<file path="src/rtl/encoder_pkg.sv">
// Shared types and helpers for the quadrature encoder emulator.
package encoder_pkg;

    typedef enum logic [1:0] {
        G_IDLE   = 2'd0,
        G_FIRST  = 2'd1,
        G_SECOND = 2'd2
    } gen_state_t;

    localparam logic DIR_RIGHT = 1'b0;
    localparam logic DIR_LEFT  = 1'b1;

    // Net request for one cycle: right is +1, left is -1, both or neither cancel.
    function automatic logic signed [1:0] step_delta(input logic left, input logic right);
        logic signed [1:0] d;
        case ({left, right})
            2'b01:   d = 2'sd1;
            2'b10:   d = -2'sd1;
            default: d = 2'sd0;
        endcase
        return d;
    endfunction

endpackage

</file>
<file path="src/rtl/phase_timer.sv">
// Load-and-count-down hold timer; done while the count sits at zero.
module phase_timer #(
    parameter int unsigned WIDTH = 3
) (
    input  logic             i_Clk,
    input  logic             i_Rst_n,
    input  logic             i_Load,
    input  logic [WIDTH-1:0] i_Load_Val,
    output logic             o_Done_c
);

    logic [WIDTH-1:0] r_Count;

    always_ff @(posedge i_Clk) begin
        if (!i_Rst_n) begin
            r_Count <= '0;
        end else if (i_Load) begin
            r_Count <= i_Load_Val;
        end else if (r_Count != '0) begin
            r_Count <= r_Count - WIDTH'(1);
        end
    end

    assign o_Done_c = (r_Count == '0);

endmodule

</file>
<file path="src/rtl/quad_encoder_gen.sv">
// Quadrature generator: turns Left/Right step pulses into A/B detent waveforms,
// buffering requests in a saturating signed net-step counter.
module quad_encoder_gen
    import encoder_pkg::*;
#(
    parameter int unsigned PHASE_CYCLES = 4,
    parameter int unsigned QUEUE_BITS   = 4
) (
    input  logic                         i_Clk,
    input  logic                         i_Rst_n,
    input  logic                         i_Left,
    input  logic                         i_Right,
    output logic                         o_A,
    output logic                         o_B,
    output logic                         o_Busy,
    output logic signed [QUEUE_BITS-1:0] o_Pending,
    output logic                         o_Overflow
);

    localparam int unsigned TW = $clog2(PHASE_CYCLES + 1);
    localparam int unsigned SW = QUEUE_BITS + 2;
    localparam logic signed [SW-1:0] MAX_P = SW'((1 << (QUEUE_BITS - 1)) - 1);
    localparam logic signed [SW-1:0] MIN_P = -MAX_P;
    localparam logic [TW-1:0] HOLD_LOAD = TW'(PHASE_CYCLES - 1);

    gen_state_t state, state_next;
    logic r_Dir, dir_next;
    logic r_A, a_next;
    logic r_B, b_next;
    logic r_Busy;
    logic r_Overflow, ovf_next;
    logic signed [QUEUE_BITS-1:0] r_Pending, pending_next;
    logic signed [1:0] req_delta, start_delta;
    logic signed [SW-1:0] sum_c;
    logic timer_load, timer_done_c;

    phase_timer #(
        .WIDTH(TW)
    ) u_timer (
        .i_Clk      (i_Clk),
        .i_Rst_n    (i_Rst_n),
        .i_Load     (timer_load),
        .i_Load_Val (HOLD_LOAD),
        .o_Done_c   (timer_done_c)
    );

    // Step sequencer: first channel on start, second after one phase, idle after another.
    always_comb begin
        state_next  = state;
        dir_next    = r_Dir;
        a_next      = r_A;
        b_next      = r_B;
        timer_load  = 1'b0;
        start_delta = 2'sd0;
        case (state)
            G_IDLE: begin
                if (r_Pending != '0) begin
                    dir_next    = r_Pending[QUEUE_BITS-1] ? DIR_LEFT : DIR_RIGHT;
                    start_delta = r_Pending[QUEUE_BITS-1] ? -2'sd1 : 2'sd1;
                    if (dir_next == DIR_RIGHT) begin
                        a_next = ~r_A;
                    end else begin
                        b_next = ~r_B;
                    end
                    timer_load = 1'b1;
                    state_next = G_FIRST;
                end
            end
            G_FIRST: begin
                if (timer_done_c) begin
                    if (r_Dir == DIR_RIGHT) begin
                        b_next = ~r_B;
                    end else begin
                        a_next = ~r_A;
                    end
                    timer_load = 1'b1;
                    state_next = G_SECOND;
                end
            end
            G_SECOND: begin
                if (timer_done_c) begin
                    state_next = G_IDLE;
                end
            end
            default: state_next = G_IDLE;
        endcase
    end

    // Net-step accounting; only the incoming request is lost on saturation.
    always_comb begin
        req_delta    = step_delta(i_Left, i_Right);
        sum_c        = SW'(r_Pending) + SW'(req_delta) - SW'(start_delta);
        ovf_next     = r_Overflow;
        pending_next = QUEUE_BITS'(sum_c);
        if (sum_c > MAX_P) begin
            pending_next = QUEUE_BITS'(MAX_P);
            ovf_next     = 1'b1;
        end else if (sum_c < MIN_P) begin
            pending_next = QUEUE_BITS'(MIN_P);
            ovf_next     = 1'b1;
        end
    end

    always_ff @(posedge i_Clk) begin
        if (!i_Rst_n) begin
            state      <= G_IDLE;
            r_Dir      <= DIR_RIGHT;
            r_A        <= 1'b0;
            r_B        <= 1'b0;
            r_Pending  <= '0;
            r_Overflow <= 1'b0;
            r_Busy     <= 1'b0;
        end else begin
            state      <= state_next;
            r_Dir      <= dir_next;
            r_A        <= a_next;
            r_B        <= b_next;
            r_Pending  <= pending_next;
            r_Overflow <= ovf_next;
            r_Busy     <= (state_next != G_IDLE) || (pending_next != '0);
        end
    end

    assign o_A        = r_A;
    assign o_B        = r_B;
    assign o_Busy     = r_Busy;
    assign o_Pending  = r_Pending;
    assign o_Overflow = r_Overflow;

endmodule

</file>
<file path="config.mk">
export PLATFORM = sky130hd
export DESIGN_NAME = quad_encoder_gen
export DESIGN_NICKNAME = d
export VERILOG_FILES = /design/src/rtl/encoder_pkg.sv /design/src/rtl/phase_timer.sv /design/src/rtl/quad_encoder_gen.sv
export SDC_FILE = /design/constraint.sdc
export NUM_CORES = 1
export LEC_CHECK = 0
export BUFFER_PORTS_ARGS = -buffer_cell sky130_fd_sc_hd__buf_4
export CORE_MARGIN = 1
export CORE_UTILIZATION = 42
export DETAILED_ROUTE_END_ITERATION = 10
export GPL_TIMING_DRIVEN = 1
export PLACE_DENSITY_LB_ADDON = 0.12
export RECOVER_POWER = 100
export SLEW_MARGIN = 25
export SYNTH_ARGS = -nofsm -noshare
export SYNTH_HDL_FRONTEND = slang
export SYNTH_SLANG_ARGS = --single-unit
export TNS_END_PERCENT = 5
</file>
<file path="constraint.sdc">
create_clock -name i_Clk -period 10.5 [get_ports i_Clk]
set_clock_uncertainty 0.2 [all_clocks]
set_input_delay 3.15 -clock i_Clk [delete_from_list [all_inputs] [get_ports i_Clk]]
set_output_delay 3.15 -clock i_Clk [all_outputs]
set_load 0.05 [all_outputs]
</file>
==> flow_results.xml <==
<?xml version="1.0" encoding="UTF-8"?>
<metrics>
  <group name="timing">
    <metric name="final-max-slew-violation-count" unit="">0</metric>
    <metric name="final_hold_viol_count" unit="">0</metric>
    <metric name="final.min_clock_period" unit="ns">5.60</metric>
    <metric name="setup-tns-final" unit="ns">0</metric>
    <metric name="report.final.setup_viol" unit="">0</metric>
    <metric name="setup_repair_after_global_routing_missed_its_margin" unit="">no</metric>
    <metric name="final_min_period_over_clock_period" unit="">0.534</metric>
    <metric name="maximum_clock_frequency" unit="MHz">179</metric>
    <metric name="worst_slew_margin_rel" unit="">0.602</metric>
    <metric name="worst_slew_pin_slew" unit="ns">0.600</metric>
  </group>
  <group name="routing">
    <metric name="vias_per_cell" unit="">5.08</metric>
    <metric name="vias" unit="">772</metric>
    <metric name="detail_route.wl_per_cell" unit="microns">12.0</metric>
    <metric name="drt_pass1_iterations" unit="">4</metric>
    <metric name="wl" unit="mm">1.82</metric>
    <metric name="remaining_drcs" unit="">0</metric>
    <metric name="initial_drt_markers" unit="">9</metric>
    <metric name="antenna_violating_nets_post_route" unit="">0</metric>
  </group>
  <group name="logic_synthesis">
    <metric name="synth_fp_nets" unit="">128</metric>
    <metric name="async_reset_ff_frac" unit="">0</metric>
    <metric name="yosysWarnings" unit="">0</metric>
    <metric name="synth.distinct_cells" unit="">31</metric>
    <metric name="post_synth_main_area_contributors" unit="">sky130_fd_sc_hd__dfxtp_1, sky130_fd_sc_hd__ha_1, sky130_fd_sc_hd__fa_1</metric>
    <metric name="synth.largest_area_cell" unit="">sky130_fd_sc_hd__dfxtp_1</metric>
    <metric name="syn_area_per_cell" unit="sq um">8.61</metric>
    <metric name="syn-cell-area" unit="sq um">956</metric>
    <metric name="synthesis.instances" unit="">111</metric>
    <metric name="netlist.area_leader.share" unit="">0.293</metric>
    <metric name="number_of_enable_type_register_cells_in_the_synthesized_netlist" unit="">0</metric>
    <metric name="yosys_most_used_dff" unit="">sky130_fd_sc_hd__dfxtp_1</metric>
    <metric name="yosysSeqAreaShare" unit="">0.293</metric>
    <metric name="ys_seq_elements" unit="">14</metric>
  </group>
  <group name="final_layout">
    <metric name="layout_common_cells" unit="">sky130_fd_sc_hd__inv_1, sky130_fd_sc_hd__dfxtp_1, sky130_fd_sc_hd__nor2_1</metric>
    <metric name="layout.nets" unit="">143</metric>
    <metric name="multi_input_comb_area" unit="sq um">606</metric>
    <metric name="post_route_cells_drive_above_1_share" unit="">0.104</metric>
    <metric name="layout_commonest_cell" unit="">sky130_fd_sc_hd__inv_1</metric>
    <metric name="filler_cell_count" unit="">213</metric>
    <metric name="regArea" unit="sq um">280</metric>
    <metric name="area_growth_from_synthesis_to_layout" unit="%">11.8</metric>
    <metric name="antenna_cells" unit="">0</metric>
  </group>
  <group name="grt">
    <metric name="grt_pass1_wl" unit="mm">3.32</metric>
    <metric name="antenna_found_initial" unit="">0</metric>
    <metric name="grt_use_met3" unit="">0.0679</metric>
    <metric name="gr-usage-all-layers" unit="">0.178</metric>
    <metric name="number_of_global_route_vias_before_repair" unit="">757</metric>
    <metric name="met1_track_demand_over_resource_in_global_routing" unit="">0.239</metric>
    <metric name="grt.met2_usage" unit="">0.275</metric>
    <metric name="grt_most_used_layer" unit="">met2</metric>
    <metric name="grt-ovfl-total" unit="">0</metric>
    <metric name="grt_start_max_net_pins" unit="">14</metric>
  </group>
  <group name="clock_tree">
    <metric name="clock_tree.buffer_depth" unit="">2</metric>
    <metric name="clock_insertion_delay_worst_skew" unit="ns">0.28</metric>
    <metric name="clkTransAtPathRegs" unit="ns">0.09</metric>
    <metric name="cts_buffers" unit="">3</metric>
    <metric name="tritoncts" unit="">yes</metric>
    <metric name="htreeDepth" unit="">1</metric>
    <metric name="post_cts_resize_count" unit="">0</metric>
    <metric name="clock_sinks" unit="">14</metric>
    <metric name="postCtsHoldBufs" unit="">0</metric>
    <metric name="postCtsSetupRepairBufs" unit="">0</metric>
    <metric name="cts.root.buffer_cell" unit="">sky130_fd_sc_hd__clkbuf_4</metric>
  </group>
  <group name="place">
    <metric name="detailedPlacementHpwl" unit="mm">1.45</metric>
    <metric name="portBuffers" unit="">11</metric>
    <metric name="place_congestion" unit="">0.766</metric>
  </group>
  <group name="worst_setup_path">
    <metric name="start_to_end_type_of_the_worst_setup_path" unit="">in2reg</metric>
    <metric name="worst-endpoint-required" unit="ns">10.47</metric>
    <metric name="timing.critical_path.arrival" unit="ns">5.58</metric>
    <metric name="setup.worst_path.end_class" unit="">flip-flop</metric>
    <metric name="rr_startpoint" unit="">o_Pending[1]</metric>
    <metric name="timing.critical_path.from" unit="">i_Right</metric>
    <metric name="worstSetupStartpointType" unit="">input pin</metric>
    <metric name="timing.critical_path.fanout_max" unit="">7</metric>
  </group>
  <group name="die">
    <metric name="die-height" unit="microns">49.7</metric>
    <metric name="placementRows" unit="">16</metric>
    <metric name="initial_core_util" unit="">0.468</metric>
    <metric name="core_area" unit="sq mm">0.00204</metric>
    <metric name="die-area" unit="sq mm">0.00247</metric>
    <metric name="io_pins" unit="">12</metric>
    <metric name="die-width" unit="microns">49.7</metric>
  </group>
  <group name="run_status">
    <metric name="run_status" unit="">complete, no violations</metric>
  </group>
  <group name="run">
    <metric name="maxCapViolCount" unit="">0</metric>
  </group>
  <group name="worst_hold_path">
    <metric name="timing.hold.worst.start" unit="">r_Dir</metric>
    <metric name="min_path_type" unit="">reg2reg</metric>
  </group>
</metrics>
==> state kept, by name (all words and copies together) (netlist names) <==
| signal | flops |
|---|---|
| o_Pending | 4 |
| r_Dir | 1 |
| state | 2 |
| o_B | 1 |
| o_Overflow | 1 |
| o_Busy | 1 |
| u_timer.r_Count | 3 |
| o_A | 1 |
==> final timing paths <==
check | depth (start not counted) | slack [ns] | endpoint
worst max-delay path | 12 | 4.90 | o_Pending[0]
worst min-delay path | 2 | 0.28 | r_Dir
worst max register to register | 13 | 7.21 | o_Pending[0]
worst min register to register | 2 | 0.28 | r_Dir
==> Yosys cell counts (2+ instances only) <==
master,count
sky130_fd_sc_hd__fa_1,4
sky130_fd_sc_hd__xnor2_1,3
sky130_fd_sc_hd__nand2b_1,3
sky130_fd_sc_hd__o21ai_0,6
sky130_fd_sc_hd__dfxtp_1,14
sky130_fd_sc_hd__or3_1,2
sky130_fd_sc_hd__nand2_1,6
sky130_fd_sc_hd__a21oi_1,7
sky130_fd_sc_hd__a221oi_1,2
sky130_fd_sc_hd__nor2_2,2
sky130_fd_sc_hd__nor3_1,5
sky130_fd_sc_hd__inv_1,17
sky130_fd_sc_hd__ha_1,9
sky130_fd_sc_hd__nor2b_1,5
sky130_fd_sc_hd__xor2_2,2
sky130_fd_sc_hd__nor2_1,9
==> through the flow <==
| stage | hold slack [ns] | setup WS (ns) | cell area [sq um] | utilization | cells |
|---|---|---|---|---|---|
| 2_1_floorplan | 0.246 | 4.98 | 956 | - | 111 |
| 3_3_place_gp | 0.260 | 4.67 | 1070 | 0.523 | 148 |
| 3_5_place_dp | 0.267 | 4.64 | 1070 | 0.523 | 148 |
| 4_1_cts | 0.280 | 4.95 | 1100 | 0.541 | 152 |
| 5_1_grt | 0.316 | 4.66 | 1070 | 0.523 | 152 |
| 6_report | 0.281 | 4.90 | 1070 | 0.523 | 152 |
==> kinds of logic after synthesis <==
kind of cell / count (synthesis) / share of synthesized area
adder cells (fa/ha/maj): 13 / 0.202
AND/OR/NAND/NOR: 38 / 0.215
XOR/XNOR: 5 / 0.0615
buffers and inverters: 18 / 0.0707
flip-flops: 14 / 0.293
multiplexers: 1 / 0.0105
AO/OA/AOI/OAI: 22 / 0.148
==> metal layers <==
metal	vias to the layer above	wire (microns)	part of all wire
met4	0	0	0
met1	359	968	0.53
met3	0	90	0.049
met2	15	765	0.42
li1	398	-	-
met5	-	0	0
==> worst max-delay path, stage by stage <==
cell and delay (ns):
sky130_fd_sc_hd__clkbuf_4 0.11, sky130_fd_sc_hd__inv_1 0.05, sky130_fd_sc_hd__ha_1 0.18, sky130_fd_sc_hd__inv_1 0.09, sky130_fd_sc_hd__fa_1 0.53, sky130_fd_sc_hd__inv_1 0.07
sky130_fd_sc_hd__ha_1 0.40, sky130_fd_sc_hd__o21ai_0 0.12, sky130_fd_sc_hd__o21a_1 0.18, sky130_fd_sc_hd__nor2_1 0.32, sky130_fd_sc_hd__nor3_1 0.09, sky130_fd_sc_hd__a221oi_1 0.29
==> area by class of cell <==
| type | count | share of cell area |
|---|---|---|
| well taps | 27 | 0.0316 |
| repair buffers | 11 | 0.0457 |
| inverters | 17 | 0.0597 |
| clock buffers | 4 | 0.0340 |
| multi-input cells | 79 | 0.567 |
| flip-flops and latches | 14 | 0.262 |
Power is left out: the tool's default activity adds up to more than one toggle a clock period on the data nets, which glitch-free logic cannot reach.
